**src/rtl/multiword_add_pkg.sv**
```systemverilog
// Shared definitions for the nibble-serial multi-word adder.
//   state_t      : sequencer FSM states
//   NIBBLE_W     : width of the shared adder slice
//   cnt_width()  : nibble-counter width for a given operand width
package multiword_add_pkg;

  typedef enum logic [1:0] {
    IDLE = 2'd0,
    RUN  = 2'd1,
    DONE = 2'd2
  } state_t;

  localparam int NIBBLE_W = 4;

  // clog2 of the nibble count; never below 1 so the counter always exists.
  function automatic int cnt_width(input int width);
    int n;
    n = width / NIBBLE_W;
    return (n <= 1) ? 1 : $clog2(n);
  endfunction

endpackage

```
**src/rtl/ripple_carry_adder_4bit.sv**
```systemverilog
// 4-bit ripple-carry adder used as the nibble datapath.
//   A, B : nibble operands
//   CI   : carry in
//   S    : nibble sum
//   CO   : carry out of bit 3
module ripple_carry_adder_4bit
  import multiword_add_pkg::*;
(
  input  logic [NIBBLE_W-1:0] A,
  input  logic [NIBBLE_W-1:0] B,
  input  logic                CI,
  output logic [NIBBLE_W-1:0] S,
  output logic                CO
);

  logic [NIBBLE_W:0] c;

  always_comb begin
    c    = '0;
    S    = '0;
    c[0] = CI;
    for (int i = 0; i < NIBBLE_W; i++) begin
      S[i]     = A[i] ^ B[i] ^ c[i];
      c[i + 1] = (A[i] & B[i]) | (c[i] & (A[i] ^ B[i]));
    end
  end

  assign CO = c[NIBBLE_W];

endmodule

```
**src/rtl/multiword_add_sequencer.sv**
```systemverilog
// Sequential WIDTH-bit adder/subtractor built on one 4-bit ripple adder,
// processing one nibble per cycle, least-significant nibble first.
//   clk, rst              : clock, asynchronous active-high reset
//   in_valid / in_ready   : operand handshake (A, B, CI, SUB)
//   out_valid / out_ready : result handshake (S, CO, OVF)
//   busy                  : operation in progress or result pending
// SUB=1 computes A - B as A + ~B + 1 (CI ignored); CO=1 then means no borrow.
module multiword_add_sequencer
  import multiword_add_pkg::*;
#(
  parameter int WIDTH = 16
) (
  input  logic             clk,
  input  logic             rst,
  input  logic             in_valid,
  output logic             in_ready,
  input  logic [WIDTH-1:0] A,
  input  logic [WIDTH-1:0] B,
  input  logic             CI,
  input  logic             SUB,
  output logic             out_valid,
  input  logic             out_ready,
  output logic [WIDTH-1:0] S,
  output logic             CO,
  output logic             OVF,
  output logic             busy
);

  localparam int NIBBLES = WIDTH / NIBBLE_W;
  localparam int CNT_W   = cnt_width(WIDTH);
  localparam logic [CNT_W-1:0] LAST_IDX = CNT_W'(NIBBLES - 1);

  state_t state, state_nxt;

  logic [WIDTH-1:0]    a_reg, b_reg, s_reg;
  logic                carry;
  logic                co_reg, ovf_reg;
  logic [CNT_W-1:0]    idx;
  logic [NIBBLE_W-1:0] nib_sum;
  logic                nib_co;
  logic                last_nib;

  assign last_nib = (state == RUN) && (idx == LAST_IDX);

  ripple_carry_adder_4bit u_nibble_adder (
    .A  (a_reg[NIBBLE_W-1:0]),
    .B  (b_reg[NIBBLE_W-1:0]),
    .CI (carry),
    .S  (nib_sum),
    .CO (nib_co)
  );

  always_ff @(posedge clk or posedge rst) begin
    if (rst) state <= IDLE;
    else     state <= state_nxt;
  end

  always_comb begin
    state_nxt = state;
    unique case (state)
      IDLE:    if (in_valid)  state_nxt = RUN;
      RUN:     if (last_nib)  state_nxt = DONE;
      DONE:    if (out_ready) state_nxt = IDLE;
      default:                state_nxt = IDLE;
    endcase
  end

  // Result flops (co_reg, ovf_reg) are separate from the running carry so the
  // visible outputs only move on RUN edges, never on the accept edge.
  always_ff @(posedge clk or posedge rst) begin
    if (rst) begin
      a_reg   <= '0;
      b_reg   <= '0;
      s_reg   <= '0;
      carry   <= 1'b0;
      co_reg  <= 1'b0;
      ovf_reg <= 1'b0;
      idx     <= '0;
    end else begin
      unique case (state)
        IDLE: begin
          if (in_valid) begin
            a_reg <= A;
            b_reg <= B ^ {WIDTH{SUB}};
            carry <= SUB ? 1'b1 : CI;
            idx   <= '0;
          end
        end
        RUN: begin
          a_reg <= a_reg >> NIBBLE_W;
          b_reg <= b_reg >> NIBBLE_W;
          s_reg <= {nib_sum, s_reg[WIDTH-1:NIBBLE_W]};
          carry <= nib_co;
          if (last_nib) begin
            // Top nibble: operand sign bits are still in bit 3 before the shift;
            // b_reg already holds the inverted subtrahend.
            co_reg  <= nib_co;
            ovf_reg <= (a_reg[NIBBLE_W-1] == b_reg[NIBBLE_W-1]) &&
                       (nib_sum[NIBBLE_W-1] != a_reg[NIBBLE_W-1]);
          end else begin
            idx <= idx + CNT_W'(1);
          end
        end
        default: ;
      endcase
    end
  end

  assign in_ready  = (state == IDLE);
  assign out_valid = (state == DONE);
  assign busy      = (state != IDLE);
  assign S         = s_reg;
  assign CO        = co_reg;
  assign OVF       = ovf_reg;

endmodule
```
**config.mk**
```make
export PLATFORM = sky130hd
export DESIGN_NAME = multiword_add_sequencer
export DESIGN_NICKNAME = d
export VERILOG_FILES = /design/src/rtl/multiword_add_pkg.sv /design/src/rtl/ripple_carry_adder_4bit.sv /design/src/rtl/multiword_add_sequencer.sv
export SDC_FILE = /design/constraint.sdc
export NUM_CORES = 1
export LEC_CHECK = 0
export BUFFER_PORTS_ARGS = -buffer_cell sky130_fd_sc_hd__buf_2
export CAP_MARGIN = 25
export CORE_MARGIN = 2
export CORE_UTILIZATION = 55
export DETAILED_ROUTE_END_ITERATION = 7
export GPL_TIMING_DRIVEN = 0
export PLACE_DENSITY = 0.78
export SYNTH_ARGS = -nofsm -noshare
export SYNTH_HDL_FRONTEND = slang
export SYNTH_SLANG_ARGS = --single-unit
```
**constraint.sdc**
```tcl
create_clock -name clk -period 4.5 [get_ports clk]
set_input_delay 0.675 -clock clk [delete_from_list [all_inputs] [get_ports clk]]
set_output_delay 0.675 -clock clk [all_outputs]
set_load 0.005 [all_outputs]
```
==> results.json, run 1 <==
{
  "synthCells": 214,
  "die_y_microns": 73.2,
  "post_drt_wl_per_cell_microns": 14.8,
  "seqPwrFrac": 0.403,
  "die_x_microns": 73.2,
  "p_leak_uw": 0.00156,
  "gp_congestion": 0.753,
  "syn_area_sq_um": 2630,
  "grt_pass1_vias": 1712,
  "dp.cells": 326,
  "drive_gt1_frac": 0.346,
  "rsz0062_at_grt": "false",
  "max-slew-margin-rel": 0.709,
  "setup.worst_path.start_class": "flop",
  "core_area_sq_um": 4660,
  "cts_made_buffers": 5,
  "grt_pass1_wl_microns": 8200,
  "layoutNonFillerInstCount": 334,
  "vias": 1794,
  "synth_fp_nets": 258,
  "synth_top_family_by_area": "compound AO/OA/AOI/OAI gates",
  "htree_levels": 2,
  "initial_utilization": 0.564,
  "cts.clk_slew.worst_paths_ns": 0.09,
  "critPathCaptureType": "flop",
  "grt_use_total": 0.203,
  "cts_buffer_depth": 2,
  "synth_xor_area_frac": 0.0566,
  "clkSinkCount": 55,
  "critPathArrivalTime_ns": 2.65,
  "yosysUniqueCellTypes": 34,
  "dieArea_sq_um": 5350,
  "hold_buffers": 0,
  "post-route-drc-count": 0,
  "portBuffers": 57,
  "yosys.area_share.simple": 0.0942,
  "finalMaxSlewViolations": 0,
  "cts_tree": "built",
  "pre_cts_ws_ns": 2.06,
  "synth.yosys.warnings": 0,
  "setup_ws_ns": 2.07,
  "setup_viol": 0,
  "comb_power_share": 0.476,
  "layout_commonest_cell": "buf_2",
  "tns_ns": 0,
  "cap_violations": 0,
  "fin_area_sq_um": 3080,
  "p_sw_frac": 0.362,
  "wl_microns": 4940,
  "criticalPathCategory": "flop to flop",
  "power_switching_uw": 786,
  "post_drt_via_cell_ratio": 5.37,
  "required_ns": 4.72,
  "synth_area_leader_cell": "dfrtp_1",
  "seq_area_frac_synth": 0.523,
  "worst-path-max-fanout": 2,
  "mostFrequentLayoutCells": "63 x buf_2, 55 x dfrtp_1, 18 x nand2_1",
  "fin_worst_skew_ns": 0.00673,
  "ant_nets": 0,
  "antenna_cells": 0,
  "status": "finished, final reports clean",
  "worstMarginPinSlew_ns": 0.436,
  "dr.pass1.iters": 4,
  "p_int_uw": 1380,
  "nets": 323,
  "whs_ns": 0.360,
  "pwr_density_cell_nw_per_um2": 703,
  "fmax_ghz": 0.411,
  "antenna_found_initial": 0,
  "hold_path.class": "input pin to async pin",
  "dp_hpwl_microns": 3650,
  "grt_overflow": 0,
  "cts_setup_buffers": 0,
  "vdd.ir_drop.worst_uv": 275,
  "syn_area_per_cell_sq_um": 12.3,
  "finalHoldViolations": 0,
  "drtIter0Drc": 62,
  "ctsResizeCount": 0,
  "cts-root-buf": "clkbuf_8",
  "area_growth_pct": 17.3,
  "synth_fa_ha_area_frac": 0.0400,
  "io_pins": 59,
  "synth_compound_area_frac": 0.114,
  "grt_max_degree": 37,
  "p_clk_frac": 0.121,
  "synth.area.mux_share": 0.113,
  "placed_area_sq_um": 3000,
  "fin_crit_ns": 2.43,
  "insertion_delay_ns": 0.31,
  "rows": 25,
  "synthTopCellsByArea": "dfrtp_1 52%, mux2_2 6.0%, mux2i_1 5.3%",
  "synth_top_area_frac": 0.523,
  "fin_crit_sh": 0.541,
  "ys_ff_latch": 55
}
## critical path, cell delays in order (launching register included)
cell and delay [ns]:
dfrtp_1 0.42, fa_1 0.44, inv_1 0.08, fa_1 0.15, inv_1 0.05, fa_1 0.35
inv_1 0.08, fa_1 0.44, xor2_1 0.16, o31ai_1 0.18
## Yosys cell counts
master    number
a21oi_1        2
a221o_1       12
a22o_1         6
and2_1         1
and3b_1       12
buf_2          6
buf_4          3
buf_6          3
buf_8          1
clkbuf_1       2
dfrtp_1       55
fa_1           4
ha_1           2
inv_1         12
mux2_2        14
mux2i_1       14
nand2_1       18
nand2b_1       4
nand3b_1       1
nor2_1         1
nor2_2         1
nor2b_1        1
nor2b_2        1
nor3_1         1
o21ai_0        1
o21ai_1       11
o21ai_2        1
o21bai_1       1
o22ai_1        1
o31ai_1        3
o31ai_2        1
or2_2          1
xnor2_1        2
xor2_1        15
## routing by layer
metal,track usage,part of all wire
met5,0,0
met4,0.0864,0.019
met3,0.0428,0.034
met2,0.312,0.47
met1,0.279,0.47
## power by group through the flow
stage / registers (uW) / logic (uW) / clock network, uW
6_report: 875 / 1030 / 262
5_1_grt: 904 / 1160 / 285
4_1_cts: 875 / 1050 / 269
3_5_place_dp: 886 / 1050 / 0
3_3_place_gp: 873 / 1010 / 0
2_1_floorplan: 855 / 771 / 0
## stage by stage
step            util  total power (uW)
3_3_place_gp   0.640              1880
2_1_floorplan      -              1630
6_report       0.662              2170
3_5_place_dp   0.644              1930
4_1_cts        0.662              2190
5_1_grt        0.662              2350
## area by class of cell
cell class              count  area (sq um)
well taps                  54          67.6
clock inverters             1          5.00
clock buffers               7          76.3
flip-flops and latches     55          1380
plain buffers              15           109
fillers                   371          1580
repair buffers             58           305
inverters                  12          45.0
multi-input cells         132          1100
## worst paths after layout
| path | from | to | slack, ns | cells past startpoint |
|---|---|---|---|---|
| max | a_reg[0]$_DFFE_PP0P_ | OVF$_DFFE_PP0P_ | 2.07 | 9 |
| min | rst | a_reg[12]$_DFFE_PP0P_ | 0.36 | 2 |
| max reg2reg | a_reg[0]$_DFFE_PP0P_ | OVF$_DFFE_PP0P_ | 2.07 | 9 |
| min reg2reg | a_reg[6]$_DFFE_PP0P_ | a_reg[6]$_DFFE_PP0P_ | 0.49 | 2 |
| max in group asynchronous | rst | b_reg[1]$_DFFE_PP0P_ | 3.61 | 3 |
| min in group clk | a_reg[6]$_DFFE_PP0P_ | a_reg[6]$_DFFE_PP0P_ | 0.49 | 2 |
## kinds of logic after synthesis
family	after synthesis
AOI/OAI and AO/OA	39
xor gates and xnor gates	17
adders and majority gates	6
buffers and inverters	27
DFF	55
muxes	28
and+or+nand+nor	42
(Power assumes the default switching activity.)
==> inputs of run 2 (changes only) <==
CORE_UTILIZATION = 54   (was 55)
PLACE_DENSITY = 0.77   (was 0.78)
clock period = 2.3 ns   (was 4.5 ns; I/O delays follow)
==> run 2 against run 1 <==
Net effect:
- the run now ends with negative setup slack left
- power up 110%
- fmax up 3.4%
- clock skew about the same
- clock power up 140%
- non-clock buffer count up 1
- wire length up 2.8%
- die area up 1.8%
- core utilization up 0.40 points
- register-to-register slack worse by 2.1 ns
- setup slack worse by 2.1 ns
- via count up 2.5%
- cell count up 3.9%
- critical endpoint unchanged
- highest routed layer unchanged
==> results.json, run 2 (same netlist as run 1, synthesis figures left out) <==
{
  "drive_gt1_frac": 0.379,
  "rows": 25,
  "htree_levels": 2,
  "setup.worst_path.start_class": "flop",
  "io_pins": 59,
  "wl_met2_microns": 2570,
  "criticalPathCategory": "flop to flop",
  "vdd.ir_drop.worst_uv": 709,
  "ant_nets": 0,
  "post-route-drc-count": 0,
  "fin_area_sq_um": 3140,
  "hold_path.class": "input pin to async pin",
  "reg2reg_from": "carry$_DFFE_PP0P_",
  "top_layer": "met4",
  "layout_commonest_cell": "buf_2",
  "wl_met3_microns": 206,
  "drtIter0Drc": 76,
  "portBuffers": 57,
  "finalMaxSlewViolations": 0,
  "clkSinkCount": 55,
  "grt_pass1_vias": 1784,
  "placed_area_sq_um": 3020,
  "grt_overflow": 0,
  "die_y_microns": 73.8,
  "grt_use_total": 0.207,
  "area_growth_pct": 19.6,
  "cts_buffer_depth": 2,
  "grt_pass1_wl_microns": 8490,
  "critPathArrivalTime_ns": 2.57,
  "finalHoldViolations": 0,
  "cts-root-buf": "clkbuf_8",
  "gp_congestion": 0.725,
  "cts.clk_slew.worst_paths_ns": 0.09,
  "fmax_ghz": 0.425,
  "violations": "negative setup slack",
  "post_drt_wl_per_cell_microns": 14.7,
  "dp_hpwl_microns": 3730,
  "wl_met1_microns": 2250,
  "hold_buffers": 0,
  "nets": 324,
  "fin_worst_skew_ns": 0.00687,
  "dr.pass1.iters": 4,
  "worst-path-max-fanout": 2,
  "critPathCaptureType": "flop",
  "wl_microns": 5080,
  "die_x_microns": 73.8,
  "status": "finished with violations",
  "required_ns": 2.52,
  "dp.cells": 339,
  "worstMarginPinSlew_ns": 0.439,
  "core_area_sq_um": 4720,
  "insertion_delay_ns": 0.31,
  "cap_violations": 0,
  "initial_utilization": 0.557,
  "cts_made_buffers": 5,
  "layoutNonFillerInstCount": 347,
  "fin_crit_sh": 1.02,
  "r2r_setup_slack_ns": -0.05,
  "setup_viol": 1,
  "rsz0062_at_grt": "true",
  "p_leak_uw": 0.00157,
  "grt_max_degree": 36,
  "r2r_end": "OVF$_DFFE_PP0P_",
  "antenna_cells": 0,
  "dieArea_sq_um": 5440,
  "setup_ws_ns": -0.0526,
  "mostFrequentLayoutCells": "63 x buf_2, 55 x dfrtp_1, 18 x nand2_1",
  "pwr_density_cell_nw_per_um2": 1420,
  "antenna_found_initial": 0,
  "fin_crit_ns": 2.35,
  "r2r_cells": 9,
  "max-slew-margin-rel": 0.707,
  "cts_tree": "built",
  "vias": 1839,
  "post_drt_via_cell_ratio": 5.30
}
==> run 2: cell types whose count changed in the layout (fill, tap and decap cells not counted), sizes merged <==
cell | previous run | this run
clkbuf | 9 | 7
buf | 71 | 72
bufinv | 0 | 1
clkinv | 1 | 0
clkinvlp | 0 | 1
==> run 2: per-layer routing <==
metal,vias to the layer above,GRT usage
met5,-,0
li1,879,-
met1,909,0.277
met3,6,0.0357
met2,45,0.341
met4,0,0.0667
==> run 2: critical path, cell delays in order (launching register included) <==
cell and delay [ns]:
dfrtp_1 0.41, fa_2 0.39, inv_2 0.06, fa_2 0.18, inv_2 0.04, fa_2 0.32
inv_2 0.06, fa_1 0.43, xor2_1 0.16, o31ai_1 0.20
==> run 2: layout make-up <==
| type | instances | area (sq um) |
|---|---|---|
| Timing Repair Buffer | 59 | 313 |
| Fill cell | 380 | 1580 |
| Inverter | 12 | 45.0 |
| Clock inverter | 2 | 37.5 |
| Tap cell | 67 | 83.8 |
| Clock buffer | 5 | 68.8 |
| Sequential cell | 55 | 1380 |
| Buffer | 15 | 109 |
| Multi-Input combinational cell | 132 | 1110 |
==> run 2: worst max-delay path by stage <==
stage | from | endpoint | slack [ns] | depth (start not counted)
floorplan | a_reg[0]$_DFFE_PP0P_ | OVF$_DFFE_PP0P_ | 0.01 | 9
global placement | rst | a_reg[13]$_DFFE_PP0P_ | -0.07 | 2
detailed placement | a_reg[0]$_DFFE_PP0P_ | OVF$_DFFE_PP0P_ | -0.16 | 9
CTS | carry$_DFFE_PP0P_ | OVF$_DFFE_PP0P_ | -0.12 | 9
global route | carry$_DFFE_PP0P_ | OVF$_DFFE_PP0P_ | -0.15 | 9
finish | carry$_DFFE_PP0P_ | OVF$_DFFE_PP0P_ | -0.05 | 9
==> run 2: through the flow <==
step	setup slack (ns)	total power, uW	hold slack (ns)	utilization	setup TNS, ns
after floorplan	0.0139	3180	0.441	-	0
after global placement	-0.0696	3680	0.462	0.635	-3.74
after detailed placement	-0.155	3800	0.377	0.639	-0.155
after CTS	-0.118	4480	0.0415	0.665	-0.118
after global routing	-0.152	4820	0.0505	0.666	-0.174
final	-0.0526	4460	0.0254	0.666	-0.0526
==> run 2: power by group <==
| part | leakage, uW | internal (uW) | total, uW | switching, uW |
|---|---|---|---|---|
| Sequential | 0.000683 | 1420 | 1710 | 290 |
| Combinational | 0.000839 | 1120 | 2120 | 993 |
| Clock | 0.0000502 | 319 | 632 | 314 |
==> run 2: repair_timing <==
action                                 in CTS  in global routing
gates resized for setup                     6                  1
buffers inserted                            1                  1
setup endpoints to repair                   1                  2
endpoints found under the hold margin       0                  0
pin swaps                                   3                  3
